`src/rtl/ex_mem_reg_if.sv`:
```
// EX->MEM pipeline register bus.
// Master drives the EX side and the MEM controls; slave is the register.
interface ex_mem_reg_if;
  logic        EX_Valid;
  logic [31:0] EX_ALU1Out;
  logic        EX_Overflow;
  logic        EX_OvfCheck;
  logic        EX_RegWrite;
  logic        EX_MemR;
  logic        EX_MemW;
  logic [4:0]  EX_Rd;
  logic [31:0] EX_RtData;
  logic [31:0] EX_PC;
  logic        EX_ExcIn;
  logic [4:0]  EX_ExcCodeIn;
  logic        MEM_Stall;
  logic        MEM_Flush;
  logic        EX_Ready;
  logic        MEM_Valid;
  logic [31:0] MEM_ALU1Out;
  logic        MEM_RegWrite;
  logic        MEM_MemR;
  logic        MEM_MemW;
  logic [4:0]  MEM_Rd;
  logic [31:0] MEM_RtData;
  logic [31:0] MEM_PC;
  logic        MEM_Exc;
  logic [4:0]  MEM_ExcCode;
  logic        Drain;

  modport master (
    output EX_Valid, EX_ALU1Out, EX_Overflow,
    output EX_OvfCheck, EX_RegWrite, EX_MemR,
    output EX_MemW, EX_Rd, EX_RtData, EX_PC,
    output EX_ExcIn, EX_ExcCodeIn,
    output MEM_Stall, MEM_Flush,
    input  EX_Ready, MEM_Valid, MEM_ALU1Out,
    input  MEM_RegWrite, MEM_MemR, MEM_MemW,
    input  MEM_Rd, MEM_RtData, MEM_PC,
    input  MEM_Exc, MEM_ExcCode, Drain
  );

  modport slave (
    input  EX_Valid, EX_ALU1Out, EX_Overflow,
    input  EX_OvfCheck, EX_RegWrite, EX_MemR,
    input  EX_MemW, EX_Rd, EX_RtData, EX_PC,
    input  EX_ExcIn, EX_ExcCodeIn,
    input  MEM_Stall, MEM_Flush,
    output EX_Ready, MEM_Valid, MEM_ALU1Out,
    output MEM_RegWrite, MEM_MemR, MEM_MemW,
    output MEM_Rd, MEM_RtData, MEM_PC,
    output MEM_Exc, MEM_ExcCode, Drain
  );
endinterface

```
`src/rtl/ex_mem_reg.sv`:
```
// EX->MEM pipeline register with exception capture and drain FSM.
// Define OVF_TRAP_EN to trap on signed overflow of add/addi/sub.
module ex_mem_reg (
  input logic         clk,
  input logic         rstn,
  ex_mem_reg_if.slave bus
);

  typedef enum logic {RUN, DRAIN} state_t;

  state_t     state;
  logic       ovf;
  logic       live;
  logic       exc;
  logic [4:0] code;

`ifdef OVF_TRAP_EN
  assign ovf = bus.EX_Valid & bus.EX_OvfCheck
             & bus.EX_Overflow;
`else
  assign ovf = 1'b0;
`endif

  // slot is real only while not draining after a trap
  assign live = bus.EX_Valid & (state == RUN);

  // upstream exception outranks overflow trap
  always_comb begin
    exc  = 1'b0;
    code = 5'h00;
    unique case (1'b1)
      bus.EX_ExcIn: begin
        exc  = 1'b1;
        code = bus.EX_ExcCodeIn;
      end
      ovf: begin
        exc  = 1'b1;
        code = 5'h0C;
      end
      default: ;
    endcase
  end

  assign bus.EX_Ready = ~bus.MEM_Stall | bus.MEM_Flush;
  assign bus.Drain    = (state == DRAIN);

  // reset > flush > stall > load
  always_ff @(posedge clk) begin
    if (!rstn) begin
      state            <= RUN;
      bus.MEM_Valid    <= 1'b0;
      bus.MEM_ALU1Out  <= 32'h0;
      bus.MEM_RegWrite <= 1'b0;
      bus.MEM_MemR     <= 1'b0;
      bus.MEM_MemW     <= 1'b0;
      bus.MEM_Rd       <= 5'h0;
      bus.MEM_RtData   <= 32'h0;
      bus.MEM_PC       <= 32'h0;
      bus.MEM_Exc      <= 1'b0;
      bus.MEM_ExcCode  <= 5'h0;
    end else if (bus.MEM_Flush) begin
      state            <= RUN;
      bus.MEM_Valid    <= 1'b0;
      bus.MEM_RegWrite <= 1'b0;
      bus.MEM_MemR     <= 1'b0;
      bus.MEM_MemW     <= 1'b0;
      bus.MEM_Exc      <= 1'b0;
      bus.MEM_ExcCode  <= 5'h0;
    end else if (!bus.MEM_Stall) begin
      bus.MEM_ALU1Out  <= bus.EX_ALU1Out;
      bus.MEM_Rd       <= bus.EX_Rd;
      bus.MEM_RtData   <= bus.EX_RtData;
      bus.MEM_PC       <= bus.EX_PC;
      bus.MEM_Valid    <= live;
      bus.MEM_Exc      <= live & exc;
      bus.MEM_ExcCode  <= live ? code : 5'h0;
      bus.MEM_RegWrite <= live & ~exc
                        & bus.EX_RegWrite;
      bus.MEM_MemR     <= live & ~exc
                        & bus.EX_MemR;
      bus.MEM_MemW     <= live & ~exc
                        & bus.EX_MemW;
      if (live & exc)
        state <= DRAIN;
    end
  end

endmodule
```
`src/flat_wrapper.sv`:
```
// flat-port wrapper written by rule: the top's interface ports become plain ports
module ex_mem_reg_flat 
  (clk, rstn, bus_EX_Valid, bus_EX_ALU1Out, bus_EX_Overflow, bus_EX_OvfCheck, bus_EX_RegWrite, bus_EX_MemR, bus_EX_MemW, bus_EX_Rd, bus_EX_RtData, bus_EX_PC, bus_EX_ExcIn, bus_EX_ExcCodeIn, bus_MEM_Stall, bus_MEM_Flush, bus_EX_Ready, bus_MEM_Valid, bus_MEM_ALU1Out, bus_MEM_RegWrite, bus_MEM_MemR, bus_MEM_MemW, bus_MEM_Rd, bus_MEM_RtData, bus_MEM_PC, bus_MEM_Exc, bus_MEM_ExcCode, bus_Drain);
  ex_mem_reg_if bus_i ();
  input logic clk;
  input logic rstn;
  input wire logic [$bits(bus_i.EX_Valid)-1:0] bus_EX_Valid;
  input wire logic [$bits(bus_i.EX_ALU1Out)-1:0] bus_EX_ALU1Out;
  input wire logic [$bits(bus_i.EX_Overflow)-1:0] bus_EX_Overflow;
  input wire logic [$bits(bus_i.EX_OvfCheck)-1:0] bus_EX_OvfCheck;
  input wire logic [$bits(bus_i.EX_RegWrite)-1:0] bus_EX_RegWrite;
  input wire logic [$bits(bus_i.EX_MemR)-1:0] bus_EX_MemR;
  input wire logic [$bits(bus_i.EX_MemW)-1:0] bus_EX_MemW;
  input wire logic [$bits(bus_i.EX_Rd)-1:0] bus_EX_Rd;
  input wire logic [$bits(bus_i.EX_RtData)-1:0] bus_EX_RtData;
  input wire logic [$bits(bus_i.EX_PC)-1:0] bus_EX_PC;
  input wire logic [$bits(bus_i.EX_ExcIn)-1:0] bus_EX_ExcIn;
  input wire logic [$bits(bus_i.EX_ExcCodeIn)-1:0] bus_EX_ExcCodeIn;
  input wire logic [$bits(bus_i.MEM_Stall)-1:0] bus_MEM_Stall;
  input wire logic [$bits(bus_i.MEM_Flush)-1:0] bus_MEM_Flush;
  output wire logic [$bits(bus_i.EX_Ready)-1:0] bus_EX_Ready;
  output wire logic [$bits(bus_i.MEM_Valid)-1:0] bus_MEM_Valid;
  output wire logic [$bits(bus_i.MEM_ALU1Out)-1:0] bus_MEM_ALU1Out;
  output wire logic [$bits(bus_i.MEM_RegWrite)-1:0] bus_MEM_RegWrite;
  output wire logic [$bits(bus_i.MEM_MemR)-1:0] bus_MEM_MemR;
  output wire logic [$bits(bus_i.MEM_MemW)-1:0] bus_MEM_MemW;
  output wire logic [$bits(bus_i.MEM_Rd)-1:0] bus_MEM_Rd;
  output wire logic [$bits(bus_i.MEM_RtData)-1:0] bus_MEM_RtData;
  output wire logic [$bits(bus_i.MEM_PC)-1:0] bus_MEM_PC;
  output wire logic [$bits(bus_i.MEM_Exc)-1:0] bus_MEM_Exc;
  output wire logic [$bits(bus_i.MEM_ExcCode)-1:0] bus_MEM_ExcCode;
  output wire logic [$bits(bus_i.Drain)-1:0] bus_Drain;
  assign bus_i.EX_Valid = bus_EX_Valid;
  assign bus_i.EX_ALU1Out = bus_EX_ALU1Out;
  assign bus_i.EX_Overflow = bus_EX_Overflow;
  assign bus_i.EX_OvfCheck = bus_EX_OvfCheck;
  assign bus_i.EX_RegWrite = bus_EX_RegWrite;
  assign bus_i.EX_MemR = bus_EX_MemR;
  assign bus_i.EX_MemW = bus_EX_MemW;
  assign bus_i.EX_Rd = bus_EX_Rd;
  assign bus_i.EX_RtData = bus_EX_RtData;
  assign bus_i.EX_PC = bus_EX_PC;
  assign bus_i.EX_ExcIn = bus_EX_ExcIn;
  assign bus_i.EX_ExcCodeIn = bus_EX_ExcCodeIn;
  assign bus_i.MEM_Stall = bus_MEM_Stall;
  assign bus_i.MEM_Flush = bus_MEM_Flush;
  assign bus_EX_Ready = bus_i.EX_Ready;
  assign bus_MEM_Valid = bus_i.MEM_Valid;
  assign bus_MEM_ALU1Out = bus_i.MEM_ALU1Out;
  assign bus_MEM_RegWrite = bus_i.MEM_RegWrite;
  assign bus_MEM_MemR = bus_i.MEM_MemR;
  assign bus_MEM_MemW = bus_i.MEM_MemW;
  assign bus_MEM_Rd = bus_i.MEM_Rd;
  assign bus_MEM_RtData = bus_i.MEM_RtData;
  assign bus_MEM_PC = bus_i.MEM_PC;
  assign bus_MEM_Exc = bus_i.MEM_Exc;
  assign bus_MEM_ExcCode = bus_i.MEM_ExcCode;
  assign bus_Drain = bus_i.Drain;
  ex_mem_reg u_core (.clk(clk), .rstn(rstn), .bus(bus_i));
endmodule
```
`config.mk`:
```
export PLATFORM = sky130hd
export DESIGN_NAME = ex_mem_reg_flat
export DESIGN_NICKNAME = d
export VERILOG_FILES = /design/src/rtl/ex_mem_reg_if.sv /design/src/rtl/ex_mem_reg.sv /design/src/flat_wrapper.sv
export SDC_FILE = /design/constraint.sdc
export NUM_CORES = 1
export LEC_CHECK = 0
export BUFFER_PORTS_ARGS = -buffer_cell sky130_fd_sc_hd__buf_4
export CORE_MARGIN = 1
export CORE_UTILIZATION = 25
export CTS_BUF_LIST = sky130_fd_sc_hd__clkbuf_4
export CTS_CLUSTER_DIAMETER = 60
export DETAILED_ROUTE_END_ITERATION = 10
export GPL_TIMING_DRIVEN = 0
export PLACE_DENSITY_LB_ADDON = 0.1
export REMOVE_ABC_BUFFERS = 1
export SLEW_MARGIN = 0
export SYNTH_ARGS = -nofsm -noshare
export SYNTH_HDL_FRONTEND = slang
export SYNTH_SLANG_ARGS = --single-unit
```
`constraint.sdc`:
```
create_clock -name clk -period 3.4 [get_ports clk]
set_clock_uncertainty 0.15 [all_clocks]
set_input_delay 0.68 -clock clk [delete_from_list [all_inputs] [get_ports clk]]
set_output_delay 0.68 -clock clk [all_outputs]
set_load 0.005 [all_outputs]
```
==> reports/qor.csv <==
metric;value;unit
required;2570;ps
ir_drop;0.000192;V
violations;DRC;
row_count;49;
via_per_inst;4.67;
cts_tree;yes;
syn_to_final_growth;41.2;%
n_antenna_cell;0;
path_class;in -> out;
hold_viol_final;0;
final_cell_mix;buf_4, dfxtp_1, a21oi_1;
multi_input_area;2070;µm²
antenna_found_initial;0;
ys_seq_area_share;48.3;%
cp-start-kind;primary input;
layout.area.seq;2240;µm²
fmax;428;MHz
met2_usage;22.0;%
ys_types;21;
place_congestion;0.712;
top_usage_layer;met2;
final_common_cell;buf_4;
first_global_vias;4059;
power.density;385;nW/µm²
crit_fanout;112;
dp_hpwl;8.30;mm
power;2.53;mW
boundaryPins;230;
grtUsageMet3;5.37;%
ys_seq_elements;112;
rr_worst_depth;2;
die_w;138;µm
ys_warn_count;0;
grt_max_degree;183;
grt_setup_unrepaired;no;
dr.first_iter.drc_count;141;
place_area;6400;µm²
clockBufferDepth;2;
first_pass_iters;7;
clkLatencyLatePin;450;ps
synth.cell_area;4640;µm²
portBuffers;227;
ant_nets;0;
leakage;2.70;nW
cts_resized;0;
die-height;138;µm
cts_buffers;9;
final_nets;797;
hp-class;in -> reg;
fp.coreArea;18100;µm²
period_needed;2330;ps
final_cells;913;
max-slew-margin-rel;16.9;%
fin_crit_sh;68.6;%
drcViolationCount;26;
floorplan.initialDensity;25.7;%
dieArea;19100;µm²
tightestPinTransition;1230;ps
maxCapViolCount;0;
wire_per_inst;14.1;µm
drv_slew;0;
routed_wl;12.8;mm
holdPathStages;2;
grt_overflow_total;0;
cts_setup_buffers;0;
final_util;36.3;%
met1_usage;16.2;%
root_buffer;clkbuf_4;
dp.cells;898;
grt_usage;13.5;%
arrival;1500;ps
drive_gt1_share;36.0;%
clkTransAtPathRegs;160;ps
syn_inst;498;
nFillCells;1862;
syn_avg_cell_area;9.33;µm²
end_kind;primary output;
outcome;finished, violations left;
holdWs;295;ps
htree_levels;3;
grt_pass1_wl;21.0;mm
design_area;6560;µm²
cts_hold_buf;0;
vias;4265;
setup_viol;0;
clock_sinks;112;
## power breakdown
part	internal, mW	switching [mW]	total, mW
sequential	1.37	0.0257	1.40
combinational	0.218	0.163	0.381
clock	0.320	0.430	0.751
## final cells by class
class,count,area share [%]
inverter,2,0.153
sequential,112,34.2
clock buffer,12,1.37
clock inverter,3,1.03
tap,229,4.37
timing repair buffer,230,27.4
multi-input combinational,325,31.5
## metrics by stage
stage	setup TNS [ps]	setup WS (ps)
finish	0	1070
global route	0	988
CTS	0	1070
detailed placement	0	805
global placement	-29070	-305
floorplan	0	906
## registers in the layout (all words and copies together) (netlist names), 5 cells and up
signal / count
u_core.bus.MEM_ExcCode: 5
u_core.bus.MEM_RtData: 32
u_core.bus.MEM_PC: 32
u_core.bus.MEM_ALU1Out: 32
u_core.bus.MEM_Rd: 5
## logic make-up (layout without fill, tap and decap cells)
group,count (synthesis),after routing,share of synthesized area [%]
flip-flops,112,112,48.3
buffers and inverters,61,247,7.22
AND/OR/NAND/NOR,112,112,20.7
AO/OA/AOI/OAI,213,213,23.8
## worst max-delay path, stage by stage
cell and delay [ps]:
buf_6 490, nand2b_1 180, buf_4 100
## cells in the mapped netlist
cell type	number	area share, %
dfxtp_1	112	48
nand2_1	2	0.16
buf_2	2	0.22
nand3b_1	1	0.16
a21oi_1	104	11
inv_1	2	0.16
buf_4	1	0.16
buf_6	11	2.7
nand2b_1	2	0.27
and3b_1	1	0.19
clkbuf_1	42	3.4
o21ai_0	101	11
nor4bb_1	1	0.22
nand4bb_1	1	0.24
buf_12	1	0.43
nor2b_1	1	0.13
a32o_1	8	1.7
clkbuf_2	1	0.11
buf_1	1	0.081
nor2_1	1	0.081
or3b_1	102	19
## worst paths after layout
| kind | startpoint | end | slack [ps] |
|---|---|---|---|
| worst min-delay path | bus_EX_ExcCodeIn[0] | u_core.bus.MEM_ExcCode[0] | 300 |
| worst min register to register | u_core.bus.MEM_Valid | u_core.bus.MEM_Valid | 330 |
| worst max register to register | u_core.bus.Drain | u_core.bus.MEM_MemW | 1490 |
| worst max-delay path | bus_MEM_Flush | bus_EX_Ready | 1070 |
## routing by layer
layer / wire (µm) / vias up
met3: 1210 / 10
met2: 5950 / 144
li1: - / 2178
met5: 0 / -
met4: 152 / 0
met1: 5540 / 1933
Power figures use the tool's default switching activity.
